--- config.mk ---
export PLATFORM = sky130hd
export DESIGN_NAME = seq_chunk_adder
export DESIGN_NICKNAME = d
export VERILOG_FILES = /design/src/rtl/seq_chunk_adder.sv
export SDC_FILE = /design/constraint.sdc
export NUM_CORES = 1
export LEC_CHECK = 0
export BUFFER_PORTS_ARGS = -buffer_cell sky130_fd_sc_hd__buf_2
export CORE_UTILIZATION = 35
export DETAILED_ROUTE_END_ITERATION = 16
export PLACE_DENSITY = 0.59
export SYNTH_ARGS = -nofsm -noshare
export SYNTH_HDL_FRONTEND = slang
export SYNTH_SLANG_ARGS = --single-unit
export TNS_END_PERCENT = 30
--- constraint.sdc ---
create_clock -name clk -period 2.25 [get_ports clk]
set_input_delay 0.225 -clock clk [delete_from_list [all_inputs] [get_ports clk]]
set_output_delay 0.225 -clock clk [all_outputs]
set_load 0.03 [all_outputs]
--- src/rtl/seq_chunk_adder.sv ---
`default_nettype none
// ============================================================================
// Module   : seq_chunk_adder
// Purpose  : Multi-cycle adder/subtractor. A single CHUNK-bit carry-propagate
//            slice is reused over NCH = WIDTH/CHUNK cycles to build a WIDTH-bit
//            result, trading latency for area. It has a registered carry
//            chain, a subtract mode, a signed-overflow flag and valid/ready
//            handshakes on both sides.
// Ports    : clk       - clock, rising edge
//            rst       - synchronous active-high reset
//            in_valid  - operand request
//            in_ready  - block idle and able to accept operands
//            a, b      - WIDTH-bit operands
//            cin       - carry-in (add) / borrow-in (sub)
//            sub       - 0: a+b+cin, 1: a-b-cin
//            out_valid - result available
//            out_ready - consumer accepts result
//            sum       - WIDTH-bit result, modulo 2^WIDTH
//            cout      - carry out of the MSB (sub mode: 1 = no borrow)
//            ovf       - two's-complement overflow
// Revision : 1.0 - initial release
// ============================================================================
module seq_chunk_adder #(
    parameter int WIDTH = 32,
    parameter int CHUNK = 8
) (
    input  logic             clk,
    input  logic             rst,
    input  logic             in_valid,
    output logic             in_ready,
    input  logic [WIDTH-1:0] a,
    input  logic [WIDTH-1:0] b,
    input  logic             cin,
    input  logic             sub,
    output logic             out_valid,
    input  logic             out_ready,
    output logic [WIDTH-1:0] sum,
    output logic             cout,
    output logic             ovf
);

    localparam int NCH   = WIDTH / CHUNK;
    localparam int IDX_W = (NCH > 1) ? $clog2(NCH) : 1;

    localparam logic [IDX_W-1:0] c_last_idx = IDX_W'(NCH - 1);

    typedef enum logic [1:0] {
        S_IDLE = 2'd0,
        S_CALC = 2'd1,
        S_DONE = 2'd2
    } state_t;

    state_t r_state;
    state_t w_state_nxt;

    // Operand registers shift right by CHUNK each CALC cycle so the slice
    // always reads the low CHUNK bits; no index multiplexer is needed.
    logic [WIDTH-1:0] r_a;
    logic [WIDTH-1:0] r_b;
    logic             r_carry;
    logic [IDX_W-1:0] r_idx;
    logic [WIDTH-1:0] r_sum;
    logic             r_cout;
    logic             r_ovf;

    logic [CHUNK-1:0] w_a_chunk;
    logic [CHUNK-1:0] w_b_chunk;
    logic [CHUNK:0]   w_chunk_sum;
    logic             w_msb_cin;
    logic             w_last;
    logic             w_accept;
    logic [WIDTH-1:0] w_sum_shift;

    // ------------------------------------------------------------------
    // Chunk slice
    // ------------------------------------------------------------------
    assign w_a_chunk   = r_a[CHUNK-1:0];
    assign w_b_chunk   = r_b[CHUNK-1:0];
    assign w_chunk_sum = {1'b0, w_a_chunk} + {1'b0, w_b_chunk}
                       + {{CHUNK{1'b0}}, r_carry};

    // Carry into the slice MSB recovered from the sum bit: s = a ^ b ^ c.
    // On the last chunk this is the carry into bit WIDTH-1.
    assign w_msb_cin = w_a_chunk[CHUNK-1] ^ w_b_chunk[CHUNK-1]
                     ^ w_chunk_sum[CHUNK-1];

    // Result chunks enter at the top and move down; after NCH chunks the
    // first chunk has reached bit 0 and the word is aligned.
    assign w_sum_shift = (r_sum >> CHUNK)
                       | (WIDTH'(w_chunk_sum[CHUNK-1:0]) << (WIDTH - CHUNK));

    assign w_last   = (r_idx == c_last_idx);
    assign w_accept = (r_state == S_IDLE) && in_valid;

    // ------------------------------------------------------------------
    // State register
    // ------------------------------------------------------------------
    always_ff @(posedge clk) begin
        if (rst) begin
            r_state <= S_IDLE;
        end else begin
            r_state <= w_state_nxt;
        end
    end

    // ------------------------------------------------------------------
    // Next-state and handshake outputs
    // ------------------------------------------------------------------
    always_comb begin
        w_state_nxt = r_state;
        in_ready    = 1'b0;
        out_valid   = 1'b0;
        case (r_state)
            S_IDLE: begin
                in_ready = 1'b1;
                if (in_valid) begin
                    w_state_nxt = S_CALC;
                end
            end
            S_CALC: begin
                if (w_last) begin
                    w_state_nxt = S_DONE;
                end
            end
            S_DONE: begin
                out_valid = 1'b1;
                if (out_ready) begin
                    w_state_nxt = S_IDLE;
                end
            end
            default: begin
                w_state_nxt = S_IDLE;
            end
        endcase
    end

    // ------------------------------------------------------------------
    // Datapath
    // ------------------------------------------------------------------
    always_ff @(posedge clk) begin
        if (rst) begin
            r_a     <= '0;
            r_b     <= '0;
            r_carry <= 1'b0;
            r_idx   <= '0;
            r_sum   <= '0;
            r_cout  <= 1'b0;
            r_ovf   <= 1'b0;
        end else if (w_accept) begin
            // Subtraction is a + ~b + ~cin, i.e. a - b - cin.
            r_a     <= a;
            r_b     <= sub ? ~b : b;
            r_carry <= sub ? ~cin : cin;
            r_idx   <= '0;
        end else if (r_state == S_CALC) begin
            r_a     <= r_a >> CHUNK;
            r_b     <= r_b >> CHUNK;
            r_carry <= w_chunk_sum[CHUNK];
            r_sum   <= w_sum_shift;
            r_idx   <= r_idx + 1'b1;
            if (w_last) begin
                r_cout <= w_chunk_sum[CHUNK];
                r_ovf  <= w_msb_cin ^ w_chunk_sum[CHUNK];
            end
        end
    end

    assign sum  = r_sum;
    assign cout = r_cout;
    assign ovf  = r_ovf;

endmodule
`default_nettype wire

==> results of run 1 <==
-- path summary, 6_finish.rpt --
check | start | end | depth (start not counted) | slack (ns)
setup / recovery | r_b[0] | sum[30] | 8 | 0.20
hold / removal | a[31] | r_a[31] | 3 | 0.11
setup reg to reg | r_b[0] | sum[30] | 8 | 0.20
hold reg to reg | sum[7] | sum[7] | 2 | 0.45
-- worst max-delay path: cells and delay by family, from the launching register on --
kind / cells / cell delay, ns
compound gates: 2 / 0.31
fa+ha+maj: 2 / 0.59
buf+inv: 1 / 0.06
flops: 1 / 0.37
simple gates: 3 / 0.65
-- sequential cells by signal, summed over array words and instances, names as in the netlist --
register,cells
sum,32
r_b,32
cout,1
r_a,32
r_state,2
ovf,1
r_carry,1
r_idx,2
-- routing by layer --
metal | up-vias | routed length (um) | GRT usage | share of wire
li1 | 2006 | - | - | -
met1 | 1785 | 4950 | 0.218 | 0.47
met2 | 118 | 4860 | 0.271 | 0.46
met3 | 11 | 598 | 0.0385 | 0.056
met4 | 0 | 218 | 0.0632 | 0.021
met5 | - | 0 | 0 | 0
-- synth_stat cells (4+ instances only) --
library cell	number	area share
dfxtp_1	103	0.46
clkbuf_1	19	0.016
nand2_1	99	0.083
a21oi_1	75	0.084
xor2_1	10	0.020
nand2b_1	5	0.0070
ha_1	8	0.022
a21o_1	4	0.0067
xnor2_1	28	0.055
a221oi_1	25	0.049
buf_2	18	0.020
a22oi_1	24	0.040
nand3_1	18	0.020
nor2_1	58	0.049
-- what timing repair did --
action                                  4_1_cts  5_1_grt
endpoints found under the setup margin        0        1
gates resized for setup                       0        1
endpoints found under the hold margin         0        0
-- through the flow --
step / hold WS [ns] / total power [uW] / setup WS, ns
6_report: 0.111 / 4130 / 0.201
5_1_grt: 0.104 / 4340 / 0.0766
4_1_cts: 0.103 / 4180 / 0.134
3_5_place_dp: 0.447 / 2670 / 0.161
3_3_place_gp: 0.441 / 2650 / 0.188
2_1_floorplan: 0.361 / 2480 / 0.281
-- layout make-up --
class                      instances  area [um2]  area share
multi-input combinational        384        2210       0.408
sequential                       103        2060       0.382
timing repair buffer             117         618       0.114
clock buffer                      11         253      0.0468
tap                              168         210      0.0389
clock inverter                     5        40.0     0.00741
inverter                           3        11.3     0.00209
-- power by group through the flow --
stage,logic (uW),registers [uW],clock network [uW]
after floorplan,435,2050,0
after global placement,619,2030,0
after detailed placement,628,2040,0
after CTS,630,2000,1560
after global routing,699,2010,1630
final,623,2000,1510
-- cell families (layout without fill, tap and decap cells) --
| group | Yosys count | count (layout) | share of synthesized area |
|---|---|---|---|
| DFF | 103 | 103 | 0.460 |
| adders and majority gates | 10 | 10 | 0.0312 |
| xor gates and xnor gates | 38 | 38 | 0.0742 |
| AOI/OAI and AO/OA | 139 | 139 | 0.197 |
| muxes | 1 | 1 | 0.00223 |
| and+or+nand+nor | 196 | 196 | 0.184 |
| buffers and inverters | 48 | 136 | 0.0519 |
==> qor.txt, run 1 <==
critical path required time -> 2.53 ns
Final Cycle Share -> 0.911
setup TNS -> 0 ns
total global-route track usage -> 0.168
Residual DRC -> 0
Total Wirelength -> 10,600 um
Slew Limit Fails -> 0
number of diodes -> 0
Mapped Area -> 0.00449 mm2
CP Launch Type -> register
Final Hold Vio Count -> 0
post-DP HPWL -> 7410 um
Worst Skew -> 0.00808 ns
Layout area overhead -> 20.4%
Max-Cap Viols -> 0
CP Data Arrival Time -> 2.33 ns
Leakage -> 0.00220 uW
Mapped Cells -> 535
die width -> 115 um
first-pass GRT wire length -> 17,400 um
CTS Hold Bufs -> 0
Port Buffers -> 105
number of H-tree levels -> 3
Longest Clk Path Bufs -> 2
CP dominant cell by count -> fa_1
total number of vias -> 3,920
placed cell area -> 0.00510 mm2
CP max stage cell -> or4_1
fin cells -> 791
placed cell count -> 775
CP peak stage delay -> 0.40 ns
Clock power frac -> 0.366
commonest non-fill, non-tap cell in the layout -> buf_2
Post-synth ARST share -> 0
FF+latch count, synth -> 103
row count -> 40
Core Box Area -> 0.0123 mm2
Crit Path Class -> register to register
nets -> 698
switching pwr -> 1140 uW
RD Place Congestion -> 0.887
PwrDens -> 766 mW/mm2
Num CTS Buffers -> 9
Initial Utilization -> 0.366
vias per cell -> 4.96
Distinct cells, synth -> 37
Comb power frac -> 0.151
Final Core Density -> 0.440
drt initial violations -> 265
CP max FO -> 3
post-synthesis sequential area ratio -> 0.460
CTS clk-pin slew, worst paths -> 0.07 ns
root buffer cell -> clkbuf_16
Die ar. -> 0.0133 mm2
largest net degree at the start of global routing -> 75
Synth Net Count -> 615
RSZ-0062 raised after global routing -> false
setup bufs post-CTS -> 0
Setup crit end kind -> register
CTS tree -> yes
Max IR drop VDD -> 0.416 mV
vias in the first global route -> 3,617
max_slew headroom -> 0.500
Yosys warning count -> 0
Setup Viol. Count Final -> 0
remaining global-route overflow -> 0
Routed Antenna Nets -> 0
layout cell share with drive strength beyond 1 -> 0.223
Fill cells -> 1,258
Clock Latency Late Sink -> 0.35 ns
hold crit path type -> primary input to register
status -> complete, no violations
most frequent cells in the layout -> 104 x buf_2, 103 x dfxtp_1, 99 x nand2_1, 74 x a21oi_1, 58 x nor2_1
predominant post-synthesis flop cell -> dfxtp_1
Post-Layout Inst Area -> 0.00540 mm2
Die H -> 115 um
EDFF count, synth -> 0
Power Internal -> 3000 uW
CP Cell Sequence -> fa_1, inv_1, fa_1, nand2b_1, a21oi_2, a31oi_1, or4_1, nand3_1
routed len/inst -> 13.4 um
syn_area_per_cell -> 8.39 um2
max frequency -> 0.488 GHz
first-pass detailed-route iteration total -> 5
initial antenna violation count -> 0
shortest period the worst path allows -> 2.05 ns
sink count of the clock tree -> 103
# IOs -> 106
sw frac -> 0.275
Worst-Margin Slew -> 0.749 ns
sequential power share -> 0.483
(Power assumes the default switching activity.)
==> inputs of run 2 (changes only) <==
--- a/config.mk
+++ b/config.mk
@@ -9,6 +9,7 @@
 export CORE_UTILIZATION = 35
 export DETAILED_ROUTE_END_ITERATION = 16
 export PLACE_DENSITY = 0.59
+export SETUP_SLACK_MARGIN = 0.4
 export SYNTH_ARGS = -nofsm -noshare
 export SYNTH_HDL_FRONTEND = slang
 export SYNTH_SLANG_ARGS = --single-unit
==> run 2 against run 1 <==
Combinational power rose by 4.2%. Total power rose by 3.1%. Clock skew fell by 0.0026 ns. Fmax rose by 5.6%. Global-route usage rose by 0.34 points. Count of clock-buffer cells in the layout fell by 2. Via count rose by 1.6%. Critical path type unchanged. Critical endpoint unchanged.
==> qor.txt, run 2 (same netlist as run 1, synthesis figures left out) <==
CTS tree -> yes (unchanged)
setup TNS -> 0 ns (unchanged)
Routed Antenna Nets -> 0 (unchanged)
row count -> 40 (unchanged)
CP max FO -> 3 (unchanged)
Final Cycle Share -> 0.862 (was 0.911)
Crit. Startpoint -> r_b[0] (unchanged)
max frequency -> 0.516 GHz (was 0.488 GHz)
placed cell count -> 774 (was 775)
total global-route track usage -> 0.171 (was 0.168)
largest net degree at the start of global routing -> 74 (was 75)
sink count of the clock tree -> 103 (unchanged)
vias in the first global route -> 3,684 (was 3,617)
Residual DRC -> 0 (unchanged)
Final Core Density -> 0.448 (was 0.440)
layout cell share with drive strength beyond 1 -> 0.240 (was 0.223)
die width -> 115 um (unchanged)
Crit Path Class -> register to register (unchanged)
Clock Latency Late Sink -> 0.34 ns (was 0.35 ns)
Worst Skew -> 0.00548 ns (was 0.00808 ns)
Critical R2R Launch -> r_b[0] (unchanged)
number of diodes -> 0 (unchanged)
post-DP HPWL -> 7670 um (was 7410 um)
Longest Clk Path Bufs -> 2 (unchanged)
Die H -> 115 um (unchanged)
routed len/inst -> 13.7 um (was 13.4 um)
Num CTS Buffers -> 9 (unchanged)
Leakage -> 0.00225 uW (was 0.00220 uW)
Final Hold Vio Count -> 0 (unchanged)
total power -> 4260 uW (was 4130 uW)
CTS clk-pin slew, worst paths -> 0.06 ns (was 0.07 ns)
max_slew headroom -> 0.501 (was 0.500)
root buffer cell -> clkbuf_16 (unchanged)
RD Place Congestion -> 0.792 (was 0.887)
hold crit path type -> primary input to register (unchanged)
CP Launch Type -> register (unchanged)
total number of vias -> 3,982 (was 3,920)
CP Data Arrival Time -> 2.22 ns (was 2.33 ns)
fin cells -> 792 (was 791)
PwrDens -> 776 mW/mm2 (was 766 mW/mm2)
first-pass detailed-route iteration total -> 4 (was 5)
drt initial violations -> 319 (was 265)
vias per cell -> 5.03 (was 4.96)
Max IR drop VDD -> 0.351 mV (was 0.416 mV)
Core Box Area -> 0.0123 mm2 (unchanged)
Port Buffers -> 105 (unchanged)
most frequent cells in the layout -> 104 x buf_2, 100 x dfxtp_1, 99 x nand2_1, 74 x a21oi_1, 58 x nor2_1 (was 104 x buf_2, 103 x dfxtp_1, 99 x nand2_1, 74 x a21oi_1, 58 x nor2_1)
initial antenna violation count -> 0 (unchanged)
Setup Viol. Count Final -> 0 (unchanged)
shortest period the worst path allows -> 1.94 ns (was 2.05 ns)
post-route setup slack -> 0.310 ns (was 0.201 ns)
remaining global-route overflow -> 0 (unchanged)
RSZ-0062 raised after global routing -> true (was false)
nets -> 700 (was 698)
post-place setup slack -> 0.302 ns (was 0.161 ns)
status -> complete, no violations (unchanged)
Slew Limit Fails -> 0 (unchanged)
number of H-tree levels -> 3 (unchanged)
Initial Utilization -> 0.366 (unchanged)
first-pass GRT wire length -> 18,000 um (was 17,400 um)
critical path required time -> 2.53 ns (about the same)
Layout area overhead -> 22.4% (was 20.4%)
commonest non-fill, non-tap cell in the layout -> buf_2 (unchanged)
Total Wirelength -> 10,900 um (was 10,600 um)
Worst-Margin Slew -> 0.748 ns (was 0.749 ns)
Hold Crit Start -> a[29] (was a[31])
Max-Cap Viols -> 0 (unchanged)
Setup crit end kind -> register (unchanged)
Die ar. -> 0.0133 mm2 (unchanged)
# IOs -> 106 (unchanged)
==> run 2: changes by cell type in the layout (fill, tap and decap cells not counted), moves of 2 or more <==
cell	change
dfxtp_2	+3
dfxtp_1	-3
clkinv_2	+2
bufinv_16	+2
buf_12	+2
fa_1	-2
fa_2	+2
clkinvlp_4	-2
clkbuf_8	-2
==> run 2: metal layers <==
layer | GRT usage | wire [um] | vias up
met2 | 0.278 | 5200 | 118
met1 | 0.227 | 4960 | 1850
li1 | - | - | 2001
met4 | 0.0537 | 156 | 0
met3 | 0.0374 | 565 | 13
met5 | 0 | 0 | -
==> run 2: area by class of cell <==
type                    count  area [um2]
fillers                  1266        6770
inverters                   3        11.3
multi-input cells         384        2240
repair buffers            119         658
flip-flops and latches    103        2070
well taps                 168         210
clock inverters             6        83.8
clock buffers               9         225
==> run 2: critical path: stages, from the launching register on <==
cell and delay (ns):
dfxtp_2 0.35, fa_2 0.23, inv_2 0.05, fa_2 0.33
nand2b_4 0.16, a21oi_4 0.18, a31oi_2 0.11, or4_1 0.40
nand3_1 0.07
==> run 2: through the flow <==
step | area (um2) | hold slack [ns]
2_1_floorplan | 4510 | 0.361
3_3_place_gp | 5150 | 0.439
3_5_place_dp | 5150 | 0.446
4_1_cts | 5460 | 0.111
5_1_grt | 5490 | 0.121
6_report | 5490 | 0.122
==> run 2: path summary, 6_finish.rpt <==
kind,slack (ns),endpoint,cells past startpoint
min reg2reg,0.45,sum[3],2
max,0.31,sum[30],8
max reg2reg,0.31,sum[30],8
min,0.12,r_a[29],3
==> run 2: report_power, final <==
group / internal (uW) / leakage (uW) / total (uW) / switching (uW)
sequential: 1930 / 0.000843 / 2000 / 67.9
combinational: 261 / 0.00125 / 649 / 388
clock: 966 / 0.000155 / 1620 / 650
total: 3160 / 0.00225 / 4260 / 1110
==> run 2: what timing repair did <==
item	4_1_cts	5_1_grt
hold buffers	0	0
gates resized for setup	1	4
setup endpoints to repair	3	26
buffers inserted	0	3
cloned	0	0
pin swaps	3	2
